[config.mk]
export PLATFORM = sky130hd
export DESIGN_NAME = gpio_ctrl
export DESIGN_NICKNAME = d
export VERILOG_FILES = /design/src/rtl/gpio_ctrl.sv
export SDC_FILE = /design/constraint.sdc
export NUM_CORES = 1
export LEC_CHECK = 0
export ABC_AREA = 1
export BUFFER_PORTS_ARGS = -buffer_cell sky130_fd_sc_hd__buf_2
export CAP_MARGIN = 20
export CORE_UTILIZATION = 54
export CTS_BUF_LIST = sky130_fd_sc_hd__clkbuf_4
export DETAILED_ROUTE_END_ITERATION = 8
export GPL_TIMING_DRIVEN = 1
export PLACE_DENSITY = 0.83
export SYNTH_ARGS = -nofsm -noshare
export SYNTH_HDL_FRONTEND = slang
export SYNTH_SLANG_ARGS = --single-unit
[constraint.sdc]
create_clock -name clk -period 2.2 [get_ports clk]
set_input_delay 0.11 -clock clk [delete_from_list [all_inputs] [get_ports clk]]
set_output_delay 0.11 -clock clk [all_outputs]
set_load 0.02 [all_outputs]
[src/rtl/gpio_ctrl.sv]
// GPIO controller: direction, output data with set/clear, synchronised inputs, edge IRQ status.
// Writes take effect next cycle, reads return one cycle after sel&rd, no backpressure.
module gpio_ctrl #(
    parameter int            N           = 8,
    parameter int            SYNC_STAGES = 2,
    parameter logic [N-1:0]  OUT_RST     = '0
) (
    input  logic         clk,
    input  logic         rst,
    input  logic         sel,
    input  logic [2:0]   addr,
    input  logic         rd,
    input  logic [3:0]   wr,
    input  logic [31:0]  wdata,
    output logic [31:0]  rdata,
    input  logic [N-1:0] gpio_i,
    output logic [N-1:0] gpio_o,
    output logic [N-1:0] gpio_oe,
    output logic         irq
);

    localparam logic [2:0] A_OUT  = 3'd0;
    localparam logic [2:0] A_DIR  = 3'd1;
    localparam logic [2:0] A_IN   = 3'd2;
    localparam logic [2:0] A_RISE = 3'd3;
    localparam logic [2:0] A_FALL = 3'd4;
    localparam logic [2:0] A_STAT = 3'd5;
    localparam logic [2:0] A_SET  = 3'd6;
    localparam logic [2:0] A_CLR  = 3'd7;

    logic [N-1:0] data_out, dir, rise_en, fall_en, status;
    logic [N-1:0] sync_q [SYNC_STAGES];
    logic [N-1:0] s, s_d;
    logic [31:0]  lane32;
    logic [N-1:0] lane_m, wbits, set_mask, clr_mask;
    logic [N-1:0] data_out_nxt, rd_val;
    logic [31:0]  rd_word;
    logic         unused_bus;

    // Byte-lane mask already qualified by sel, so an unselected cycle writes nothing.
    assign lane32     = {{8{wr[3]}}, {8{wr[2]}}, {8{wr[1]}}, {8{wr[0]}}} & {32{sel}};
    assign lane_m     = lane32[N-1:0];
    assign wbits      = wdata[N-1:0] & lane_m;
    assign unused_bus = ^{wdata, lane32};

    assign s        = sync_q[SYNC_STAGES-1];
    assign set_mask = (s & ~s_d & rise_en) | (~s & s_d & fall_en);
    assign clr_mask = (addr == A_STAT) ? wbits : '0;

    always_comb begin
        data_out_nxt = data_out;
        case (addr)
            A_OUT:   data_out_nxt = (data_out & ~lane_m) | wbits;
            A_SET:   data_out_nxt = data_out | wbits;
            A_CLR:   data_out_nxt = data_out & ~wbits;
            default: data_out_nxt = data_out;
        endcase
    end

    always_ff @(posedge clk or posedge rst) begin
        if (rst) begin
            data_out <= OUT_RST;
            dir      <= '0;
            rise_en  <= '0;
            fall_en  <= '0;
            status   <= '0;
            irq      <= 1'b0;
        end else begin
            data_out <= data_out_nxt;
            if (addr == A_DIR)  dir     <= (dir & ~lane_m) | wbits;
            if (addr == A_RISE) rise_en <= (rise_en & ~lane_m) | wbits;
            if (addr == A_FALL) fall_en <= (fall_en & ~lane_m) | wbits;
            // A newly detected edge outranks a same-cycle clear.
            status   <= (status & ~clr_mask) | set_mask;
            irq      <= |status;
        end
    end

    always_ff @(posedge clk or posedge rst) begin
        if (rst) begin
            for (int k = 0; k < SYNC_STAGES; k++) sync_q[k] <= '0;
            s_d <= '0;
        end else begin
            sync_q[0] <= gpio_i;
            for (int k = 1; k < SYNC_STAGES; k++) sync_q[k] <= sync_q[k-1];
            s_d <= s;
        end
    end

    always_comb begin
        rd_val = '0;
        case (addr)
            A_OUT:   rd_val = data_out;
            A_DIR:   rd_val = dir;
            A_IN:    rd_val = s;
            A_RISE:  rd_val = rise_en;
            A_FALL:  rd_val = fall_en;
            A_STAT:  rd_val = status;
            default: rd_val = '0;
        endcase
        rd_word = '0;
        rd_word[N-1:0] = rd_val;
    end

    always_ff @(posedge clk or posedge rst) begin
        if (rst)            rdata <= '0;
        else if (sel && rd) rdata <= rd_word;
    end

    assign gpio_o  = data_out;
    assign gpio_oe = dir;

endmodule
### Word-level counts from Yosys, hierarchy flattened

Index checks and enable logic that the tools add are counted.

* memories: 0
* register bits after elaboration: 73
* logic and storage cells: 48
* bits of input ports: 51
* bits in read-only memories: 0
* bits in latches: 0
* RAM bits: 0

* reductions and logical operators: 4
* equality and inequality tests: 7
* bitwise operators: 24
* multiplexer cells: 3
* multipliers: 0
* shifts and indexed selects: 0
* magnitude comparators: 0
* divide/modulo/power cells: 0
* add/subtract/negate cells: 0

Operator list (count)
* bitwise AND 8 bit: 12
* bitwise OR 8 bit: 7
* case mux 8 bit (6 select lines): 1
* NOT 8 bit: 5
* case mux 8 bit (3 select lines): 1
* == test 3 bit (second input constant): 4
* 2-to-1 mux 8 bit: 1
* OR reduction 8 bit: 1
* == test 3 x 2 -> 1 bit (second input constant): 2
* == test 3 x 1 -> 1 bit (second input constant): 1
* logical NOT 3 bit: 1
* nonzero test 3 bit: 1
* logical AND 1 bit: 1

### Depth between registers and ports, before layout

Gate-level depths: netlist of the first run.

* depth in word-level cells: 6
* gate-level depth with buffers: 7

### Worst setup path before layout of the first run

Ideal clock, no wire load.

* kind: in2reg
* from: input port addr[0]
* to: register with a tool-made name
* cell stages on the path: 6
* arrival: 809 ps
* path buffers: 2
* path slack: 1264 ps
* cells stage by stage: buf_4 > nor2_8 > nand3_2 > buf_2 > nand2_1 > o21ai_0

RTL lines
* start: declaration: line 11 `input logic [2:0] addr,`

### Worst setup path after layout of the first run

* from: input port addr[2]
* to: register data_out[2], in the netlist gpio_o[2]

* word-level cells in the longest chain between the ends: 2

RTL lines
* == test 3 bit or logical NOT 3 bit (tied branches): line 52 `case (addr)`
* case mux 8 bit (3 select lines) or nonzero test 3 bit (tied branches)
* end signal: assignment: line 69 `data_out <= data_out_nxt;`
* end: declaration: line 31 `logic [N-1:0] data_out, dir, rise_en, fall_en, status;`

Several ways; a longest one is shown, not always the timed one.
A chain may end at the register's enable or synchronous reset.

==> impl_metrics.env, run 1 <==
export IMPL_outcome="finished clean"
export IMPL_drv_cap=0
export IMPL_h_tree_depth=3
export IMPL_critPathBufInv=2
export IMPL_first_iter_violations=205
export IMPL_power_mw=3.03
export IMPL_root_buffer="clkbuf_4"
export IMPL_critical_path_class="input port to flip-flop"
export IMPL_antenna_found_initial=0
export IMPL_hold_depth=4
export IMPL_fmax_mhz=863
export IMPL_yosysSeqAreaShare=0.523
export IMPL_io_buffers=48
export IMPL_grt_max_degree=51
export IMPL_period_needed_ns=1.16
export IMPL_slew_headroom=0.603
export IMPL_grt_use_met1=0.322
export IMPL_cts_made_buffers=9
export IMPL_final_setup_viol_count=0
export IMPL_cpLargestDelayFamily="buffers and inverters"
export IMPL_fin_crit_sh=0.526
export IMPL_place_area_um2=3630
export IMPL_drive_above_1_share=0.206
export IMPL_nets=488
export IMPL_hp_start="rd"
export IMPL_clkTransAtPathRegs_ns=0.11
export IMPL_cts_sinks=73
export IMPL_fp_row_count=28
export IMPL_cts_tree="done"
export IMPL_worstReg2RegStart="status[3]"
export IMPL_fin_hold_ws_ns=0.0159
export IMPL_ant_nets=0
export IMPL_first_global_vias=2708
export IMPL_peakVddDrop_uv=432
export IMPL_die_y_um=82.4
export IMPL_cpPeakStageDelay_ns=0.41
export IMPL_fin_tns_setup_ns=0
export IMPL_vias=2861
export IMPL_wl_mm=7.90
export IMPL_dieArea_um2=6800
export IMPL_gp_congestion=0.841
export IMPL_grtUsageMet3=0.0714
export IMPL_reg2reg_setup_slack_ns=1.12
export IMPL_path_max_fanout=21
export IMPL_cp_data_required_time_ns=2.50
export IMPL_powerDensity_nw_per_um2=776
export IMPL_tightest_slew_ns=0.595
export IMPL_rsz0062_at_grt="false"
export IMPL_ios=100
export IMPL_hold_viol_final=0
export IMPL_rr_worst_depth=2
export IMPL_post_cts_resized=0
export IMPL_coreArea_um2=6100
export IMPL_dp_hpwl_mm=5.12
export IMPL_report_final_slew_viol_count=0
export IMPL_post_cts_buffers=0
export IMPL_gr_usage_all_layers=0.258
export IMPL_end_kind="flip-flop"
export IMPL_num_antenna_cells=0
export IMPL_path_cells="buf_2 -> inv_2 -> nand2_1 -> nand2_4 -> o21ai_4 -> o21ai_1"
export IMPL_drc=0
export IMPL_critPathLaunchType="input port"
export IMPL_vias_per_cell=5.53
export IMPL_syn_to_final_growth_pct=11.7
export IMPL_fillers=526
export IMPL_clock_path_buffers=2
export IMPL_fin_util=0.640
export IMPL_clk_insertion_delay_late_ns=0.42
export IMPL_ys_warn_count=0
export IMPL_start_util=0.573
export IMPL_synthesis_area_um2=3490
export IMPL_hold_buffers=16
export IMPL_drt_first_pass_iters=6
export IMPL_postSynthAreaPerCell_um2=9.29
export IMPL_grt_busiest_layer="met2"
export IMPL_whs_endpoint="rdata[3]"
export IMPL_fp_dieW_um=82.4
export IMPL_overflow=0
export IMPL_wl_per_cell_um=15.3
export IMPL_holdCritPathClass="input port to flip-flop"
export IMPL_grt_pass1_wl_mm=12.7
export IMPL_clock_skew_ns=0.00927
export IMPL_cp_slowest_cell="buf_2"
export IMPL_netlist_instances=376
export IMPL_power_leakage_nw=1.86
export IMPL_reg2reg_to="irq"
export IMPL_grtUsageMet2=0.413
export IMPL_worstPathArrival_ns=1.46
export IMPL_final_area_um2=3900
export IMPL_ys_types=29
export IMPL_synth_seq_cells=73
==> stage by stage <==
| stage | std cells | setup WS (ns) |
|---|---|---|
| after floorplan | 399 | 0.237 |
| after global placement | 485 | 0.680 |
| after detailed placement | 485 | 0.648 |
| after CTS | 517 | 1.05 |
| after global routing | 517 | 0.954 |
| final | 517 | 1.04 |
==> worst max-delay path by stage <==
stage                    from        end  depth (start not counted)
CTS                 gpio_o[0]  gpio_o[0]                          1
detailed placement    addr[2]  flip-flop                          5
global placement      addr[2]  gpio_o[3]                          6
finish                addr[2]  gpio_o[2]                          6
global route          addr[2]   rdata[1]                          7
floorplan                 rst  async pin                          1
==> cell families after synthesis <==
| family | after synthesis | share of synthesized area |
|---|---|---|
| buffers and inverters | 69 | 0.123 |
| AND/OR/NAND/NOR | 167 | 0.238 |
| flip-flops | 73 | 0.523 |
| other | 1 | 0.00107 |
| AO/OA/AOI/OAI | 66 | 0.115 |
==> placed cells by master (no fill, tap or decap), types with 2 or more instances in the layout <==
| cell | instances |
|---|---|
| o21ai_2 | 8 |
| nand2_4 | 2 |
| inv_2 | 3 |
| nand4_4 | 2 |
| dlygate4sd3_1 | 16 |
| nand2_1 | 67 |
| o21ai_1 | 16 |
| conb_1 | 24 |
| buf_2 | 48 |
| nor4_1 | 2 |
| clkinv_1 | 2 |
| buf_4 | 2 |
| nand4_1 | 25 |
| nor2_1 | 37 |
| nand3_1 | 20 |
| dfrtp_1 | 73 |
| a21oi_1 | 6 |
| clkinvlp_4 | 3 |
| inv_1 | 25 |
| a21oi_2 | 3 |
| o211ai_1 | 8 |
| clkbuf_4 | 10 |
| nor2_2 | 2 |
| nand3b_1 | 6 |
| o21ai_0 | 24 |
==> cell usage after synthesis (all sizes together) <==
| cell | instances | area, µm² |
|---|---|---|
| conb | 1 | 3.75 |
| o21ai | 49 | 287 |
| nand2 | 70 | 280 |
| a21oi | 9 | 56.3 |
| nor4 | 2 | 12.5 |
| dfrtp | 73 | 1830 |
| o211ai | 8 | 60.1 |
| buf | 40 | 317 |
| nor2 | 40 | 171 |
| nand3b | 6 | 45.0 |
| nand3 | 21 | 110 |
| nand4 | 28 | 211 |
| inv | 29 | 114 |
==> layout make-up <==
cell class	count	area, µm²	share of cell area
flip-flops and latches	73	1830	0.468
multi-input cells	257	1320	0.339
repair buffers	67	435	0.112
inverters	29	114	0.0292
well taps	75	93.8	0.0240
clock buffers	10	75.1	0.0192
clock inverters	6	35.0	0.00897
==> report_power, final <==
part / switching (mW) / internal [mW]
Combinational: 0.424 / 0.224
Clock: 0.471 / 0.235
Sequential: 0.149 / 1.53
Total: 1.04 / 1.99
==> tightest hold or removal path, cell delays in order <==
cell and delay, ns:
buf_2 0.07, nand2_1 0.06, nor2_1 0.10, a21oi_1 0.07
==> routing by layer <==
| layer | share of wire | wire, µm |
|---|---|---|
| met1 | 0.43 | 3360 |
| met2 | 0.49 | 3890 |
| met3 | 0.057 | 447 |
| met4 | 0.026 | 202 |
| met5 | 0 | 0 |
No activity file was read; power rests on OpenSTA's default activity.
==> run 2: changes to the inputs <==
- ABC_AREA: 1 -> 0
- CORE_UTILIZATION: 54 -> 53
- PLACE_DENSITY: 0.83 -> 0.82
- clock period: 2.2 -> 1.1 ns (I/O delays scaled with it)
==> impl_metrics.env, run 2 <==
export IMPL_outcome="complete, but fails checks"
export IMPL_violations="negative setup slack"
export IMPL_first_iter_violations=248
export IMPL_yosysSeqAreaShare=0.537
export IMPL_final_common_cell="dfrtp_1"
export IMPL_gp_congestion=0.865
export IMPL_root_buffer="clkbuf_4"
export IMPL_power_leakage_nw=2.17
export IMPL_ys_flop_type="dfrtp_1"
export IMPL_gr_usage_all_layers=0.285
export IMPL_yosysTopAreaCellShare=0.537
export IMPL_final_setup_worst_slack_ns=-0.0970
export IMPL_period_needed_ns=1.20
export IMPL_synth_common_cells="dfrtp_1, nand2_1, buf_4"
export IMPL_vias_per_cell=5.72
export IMPL_drv_cap=0
export IMPL_overflow=0
export IMPL_synth_edff_count=0
export IMPL_fp_dieW_um=82.1
export IMPL_fp_row_count=28
export IMPL_ant_nets=0
export IMPL_place_area_um2=3980
export IMPL_syn_to_final_growth_pct=37.6
export IMPL_ios=100
export IMPL_peakVddDrop_uv=1370
export IMPL_wl_per_cell_um=18.7
export IMPL_fin_util=0.772
export IMPL_wl_mm=9.48
export IMPL_ys_warn_count=0
export IMPL_dpl_worst_slack_ns=-0.203
export IMPL_ys_types=36
export IMPL_synthesis_area_um2=3400
export IMPL_postSynth_asyncResetShare=1.00
export IMPL_final_setup_viol_count=17
export IMPL_holdCritPathClass="input port to async pin"
export IMPL_path_max_fanout=2
export IMPL_end_kind="primary output"
export IMPL_report_final_slew_viol_count=0
export IMPL_dieArea_um2=6740
export IMPL_final_area_um2=4680
export IMPL_fillers=346
export IMPL_h_tree_depth=3
export IMPL_grt_pass1_wl_mm=13.8
export IMPL_cts_tree="done"
export IMPL_fin_hold_ws_ns=0.0906
export IMPL_hold_viol_final=0
export IMPL_fin_crit_sh=1.09
export IMPL_critPathLaunchType="flip-flop"
export IMPL_start_util=0.561
export IMPL_synthTopCellsByArea="dfrtp_1, mux2_2, buf_4, mux2i_1, mux2_4"
export IMPL_seq_area_um2=1830
export IMPL_power_mw=7.28
export IMPL_clkTransAtPathRegs_ns=0.15
export IMPL_drc=0
export IMPL_coreArea_um2=6060
export IMPL_multiInputGateArea_um2=1470
export IMPL_worstPathArrival_ns=1.14
export IMPL_yosysMostFrequentCell="dfrtp_1"
export IMPL_vias=2906
export IMPL_rsz0062_at_grt="true"
export IMPL_io_buffers=48
export IMPL_die_y_um=82.1
export IMPL_powerDensity_nw_per_um2=1560
export IMPL_dp_hpwl_mm=5.86
export IMPL_num_antenna_cells=0
export IMPL_postSynthAreaPerCell_um2=11.3
export IMPL_drt_first_pass_iters=5
export IMPL_critical_path_class="flip-flop to primary output"
export IMPL_cts_sinks=73
export IMPL_antenna_found_initial=0
export IMPL_synth_top_area_cell="dfrtp_1"
export IMPL_clock_skew_ns=0.0272
export IMPL_synth_seq_cells=73
export IMPL_clock_path_buffers=2
export IMPL_netlist_instances=301
export IMPL_first_global_vias=2777
export IMPL_cp_data_required_time_ns=1.04
export IMPL_clk_insertion_delay_late_ns=0.46
export IMPL_grt_max_degree=25
export IMPL_cts_made_buffers=9
export IMPL_fmax_mhz=835
export IMPL_final_cell_mix="dfrtp_1, buf_4, nand2_1"
export IMPL_nets=479
export IMPL_drive_above_1_share=0.400
## run 2: changes by cell type in the layout (fill, tap and decap cells not counted), moves of 12 or more
| cell | previous run | this run |
|---|---|---|
| buf_2 | 48 | 31 |
| buf_4 | 2 | 54 |
| buf_6 | 0 | 27 |
| inv_1 | 25 | 1 |
| mux2_4 | 0 | 16 |
| mux2i_1 | 0 | 16 |
| nand2_1 | 67 | 32 |
| nand3_1 | 20 | 0 |
| nand4_1 | 25 | 1 |
| nor2_1 | 37 | 16 |
| o21ai_1 | 16 | 4 |
## run 2: worst max-delay path, stage by stage (launching register included)
cell and delay, ns:
dfrtp_1 0.43, buf_6 0.13, buf_6 0.12
## run 2: kinds of logic (layout without fill, tap and decap cells)
| family | Yosys count | after routing | synth area share |
|---|---|---|---|
| flops | 73 | 73 | 0.537 |
| other cells | 1 | 24 | 0.00110 |
| simple gates | 74 | 74 | 0.111 |
| buf+inv | 42 | 151 | 0.0816 |
| mux | 42 | 42 | 0.142 |
| compound gates | 69 | 69 | 0.128 |
## run 2: final cells by class
type                    count  area share
inverters                   3     0.00374
flip-flops and latches     73       0.391
clock buffers               9      0.0144
multi-input cells         209       0.314
repair buffers            132       0.232
clock inverters             7      0.0254
well taps                  75      0.0200
## run 2: what timing repair did
action	CTS	global route
buffers inserted	14	7
endpoints found under the setup margin	17	31
resized for setup	26	32
endpoints found under the hold margin	118	0
hold buffers	18	0
pin swaps	3	10
## run 2: final timing paths
kind / from / endpoint / slack (ns) / cells after the start
setup / recovery: flip-flop / gpio_oe[6] / -0.1 / 2
hold / removal: rst / gpio_o[6] / 0.09 / 3
setup reg to reg: gpio_o[6] / rdata[6] / -0.07 / 4
hold reg to reg: sync_q[8] / s[0] / 0.36 / 0
max in group asynchronous: rst / status[5] / 0.44 / 4
min in group clk: addr[2] / gpio_o[7] / 0.09 / 3
## run 2: where the power goes
group          leakage (nW)  switching [mW]  internal (mW)
Combinational          1.22           0.832          0.947
Clock                0.0921            1.01           1.15
Sequential            0.857           0.317           3.02
Total                  2.17            2.16           5.12
## run 2: per-layer routing
layer / vias up / part of all wire / global-route usage
li1: 1283 / - / -
met1: 1433 / 0.41 / 0.366
met2: 160 / 0.50 / 0.468
met3: 30 / 0.065 / 0.0703
met4: 0 / 0.028 / 0.102
met5: - / 0 / 0
## run 2: per-stage QoR
stage / std cells / setup TNS (ns)
2_1_floorplan: 324 / -2.68
3_3_place_gp: 454 / -5.09
3_5_place_dp: 454 / -6.42
4_1_cts: 501 / -0.528
5_1_grt: 508 / -1.33
6_report: 508 / -0.787
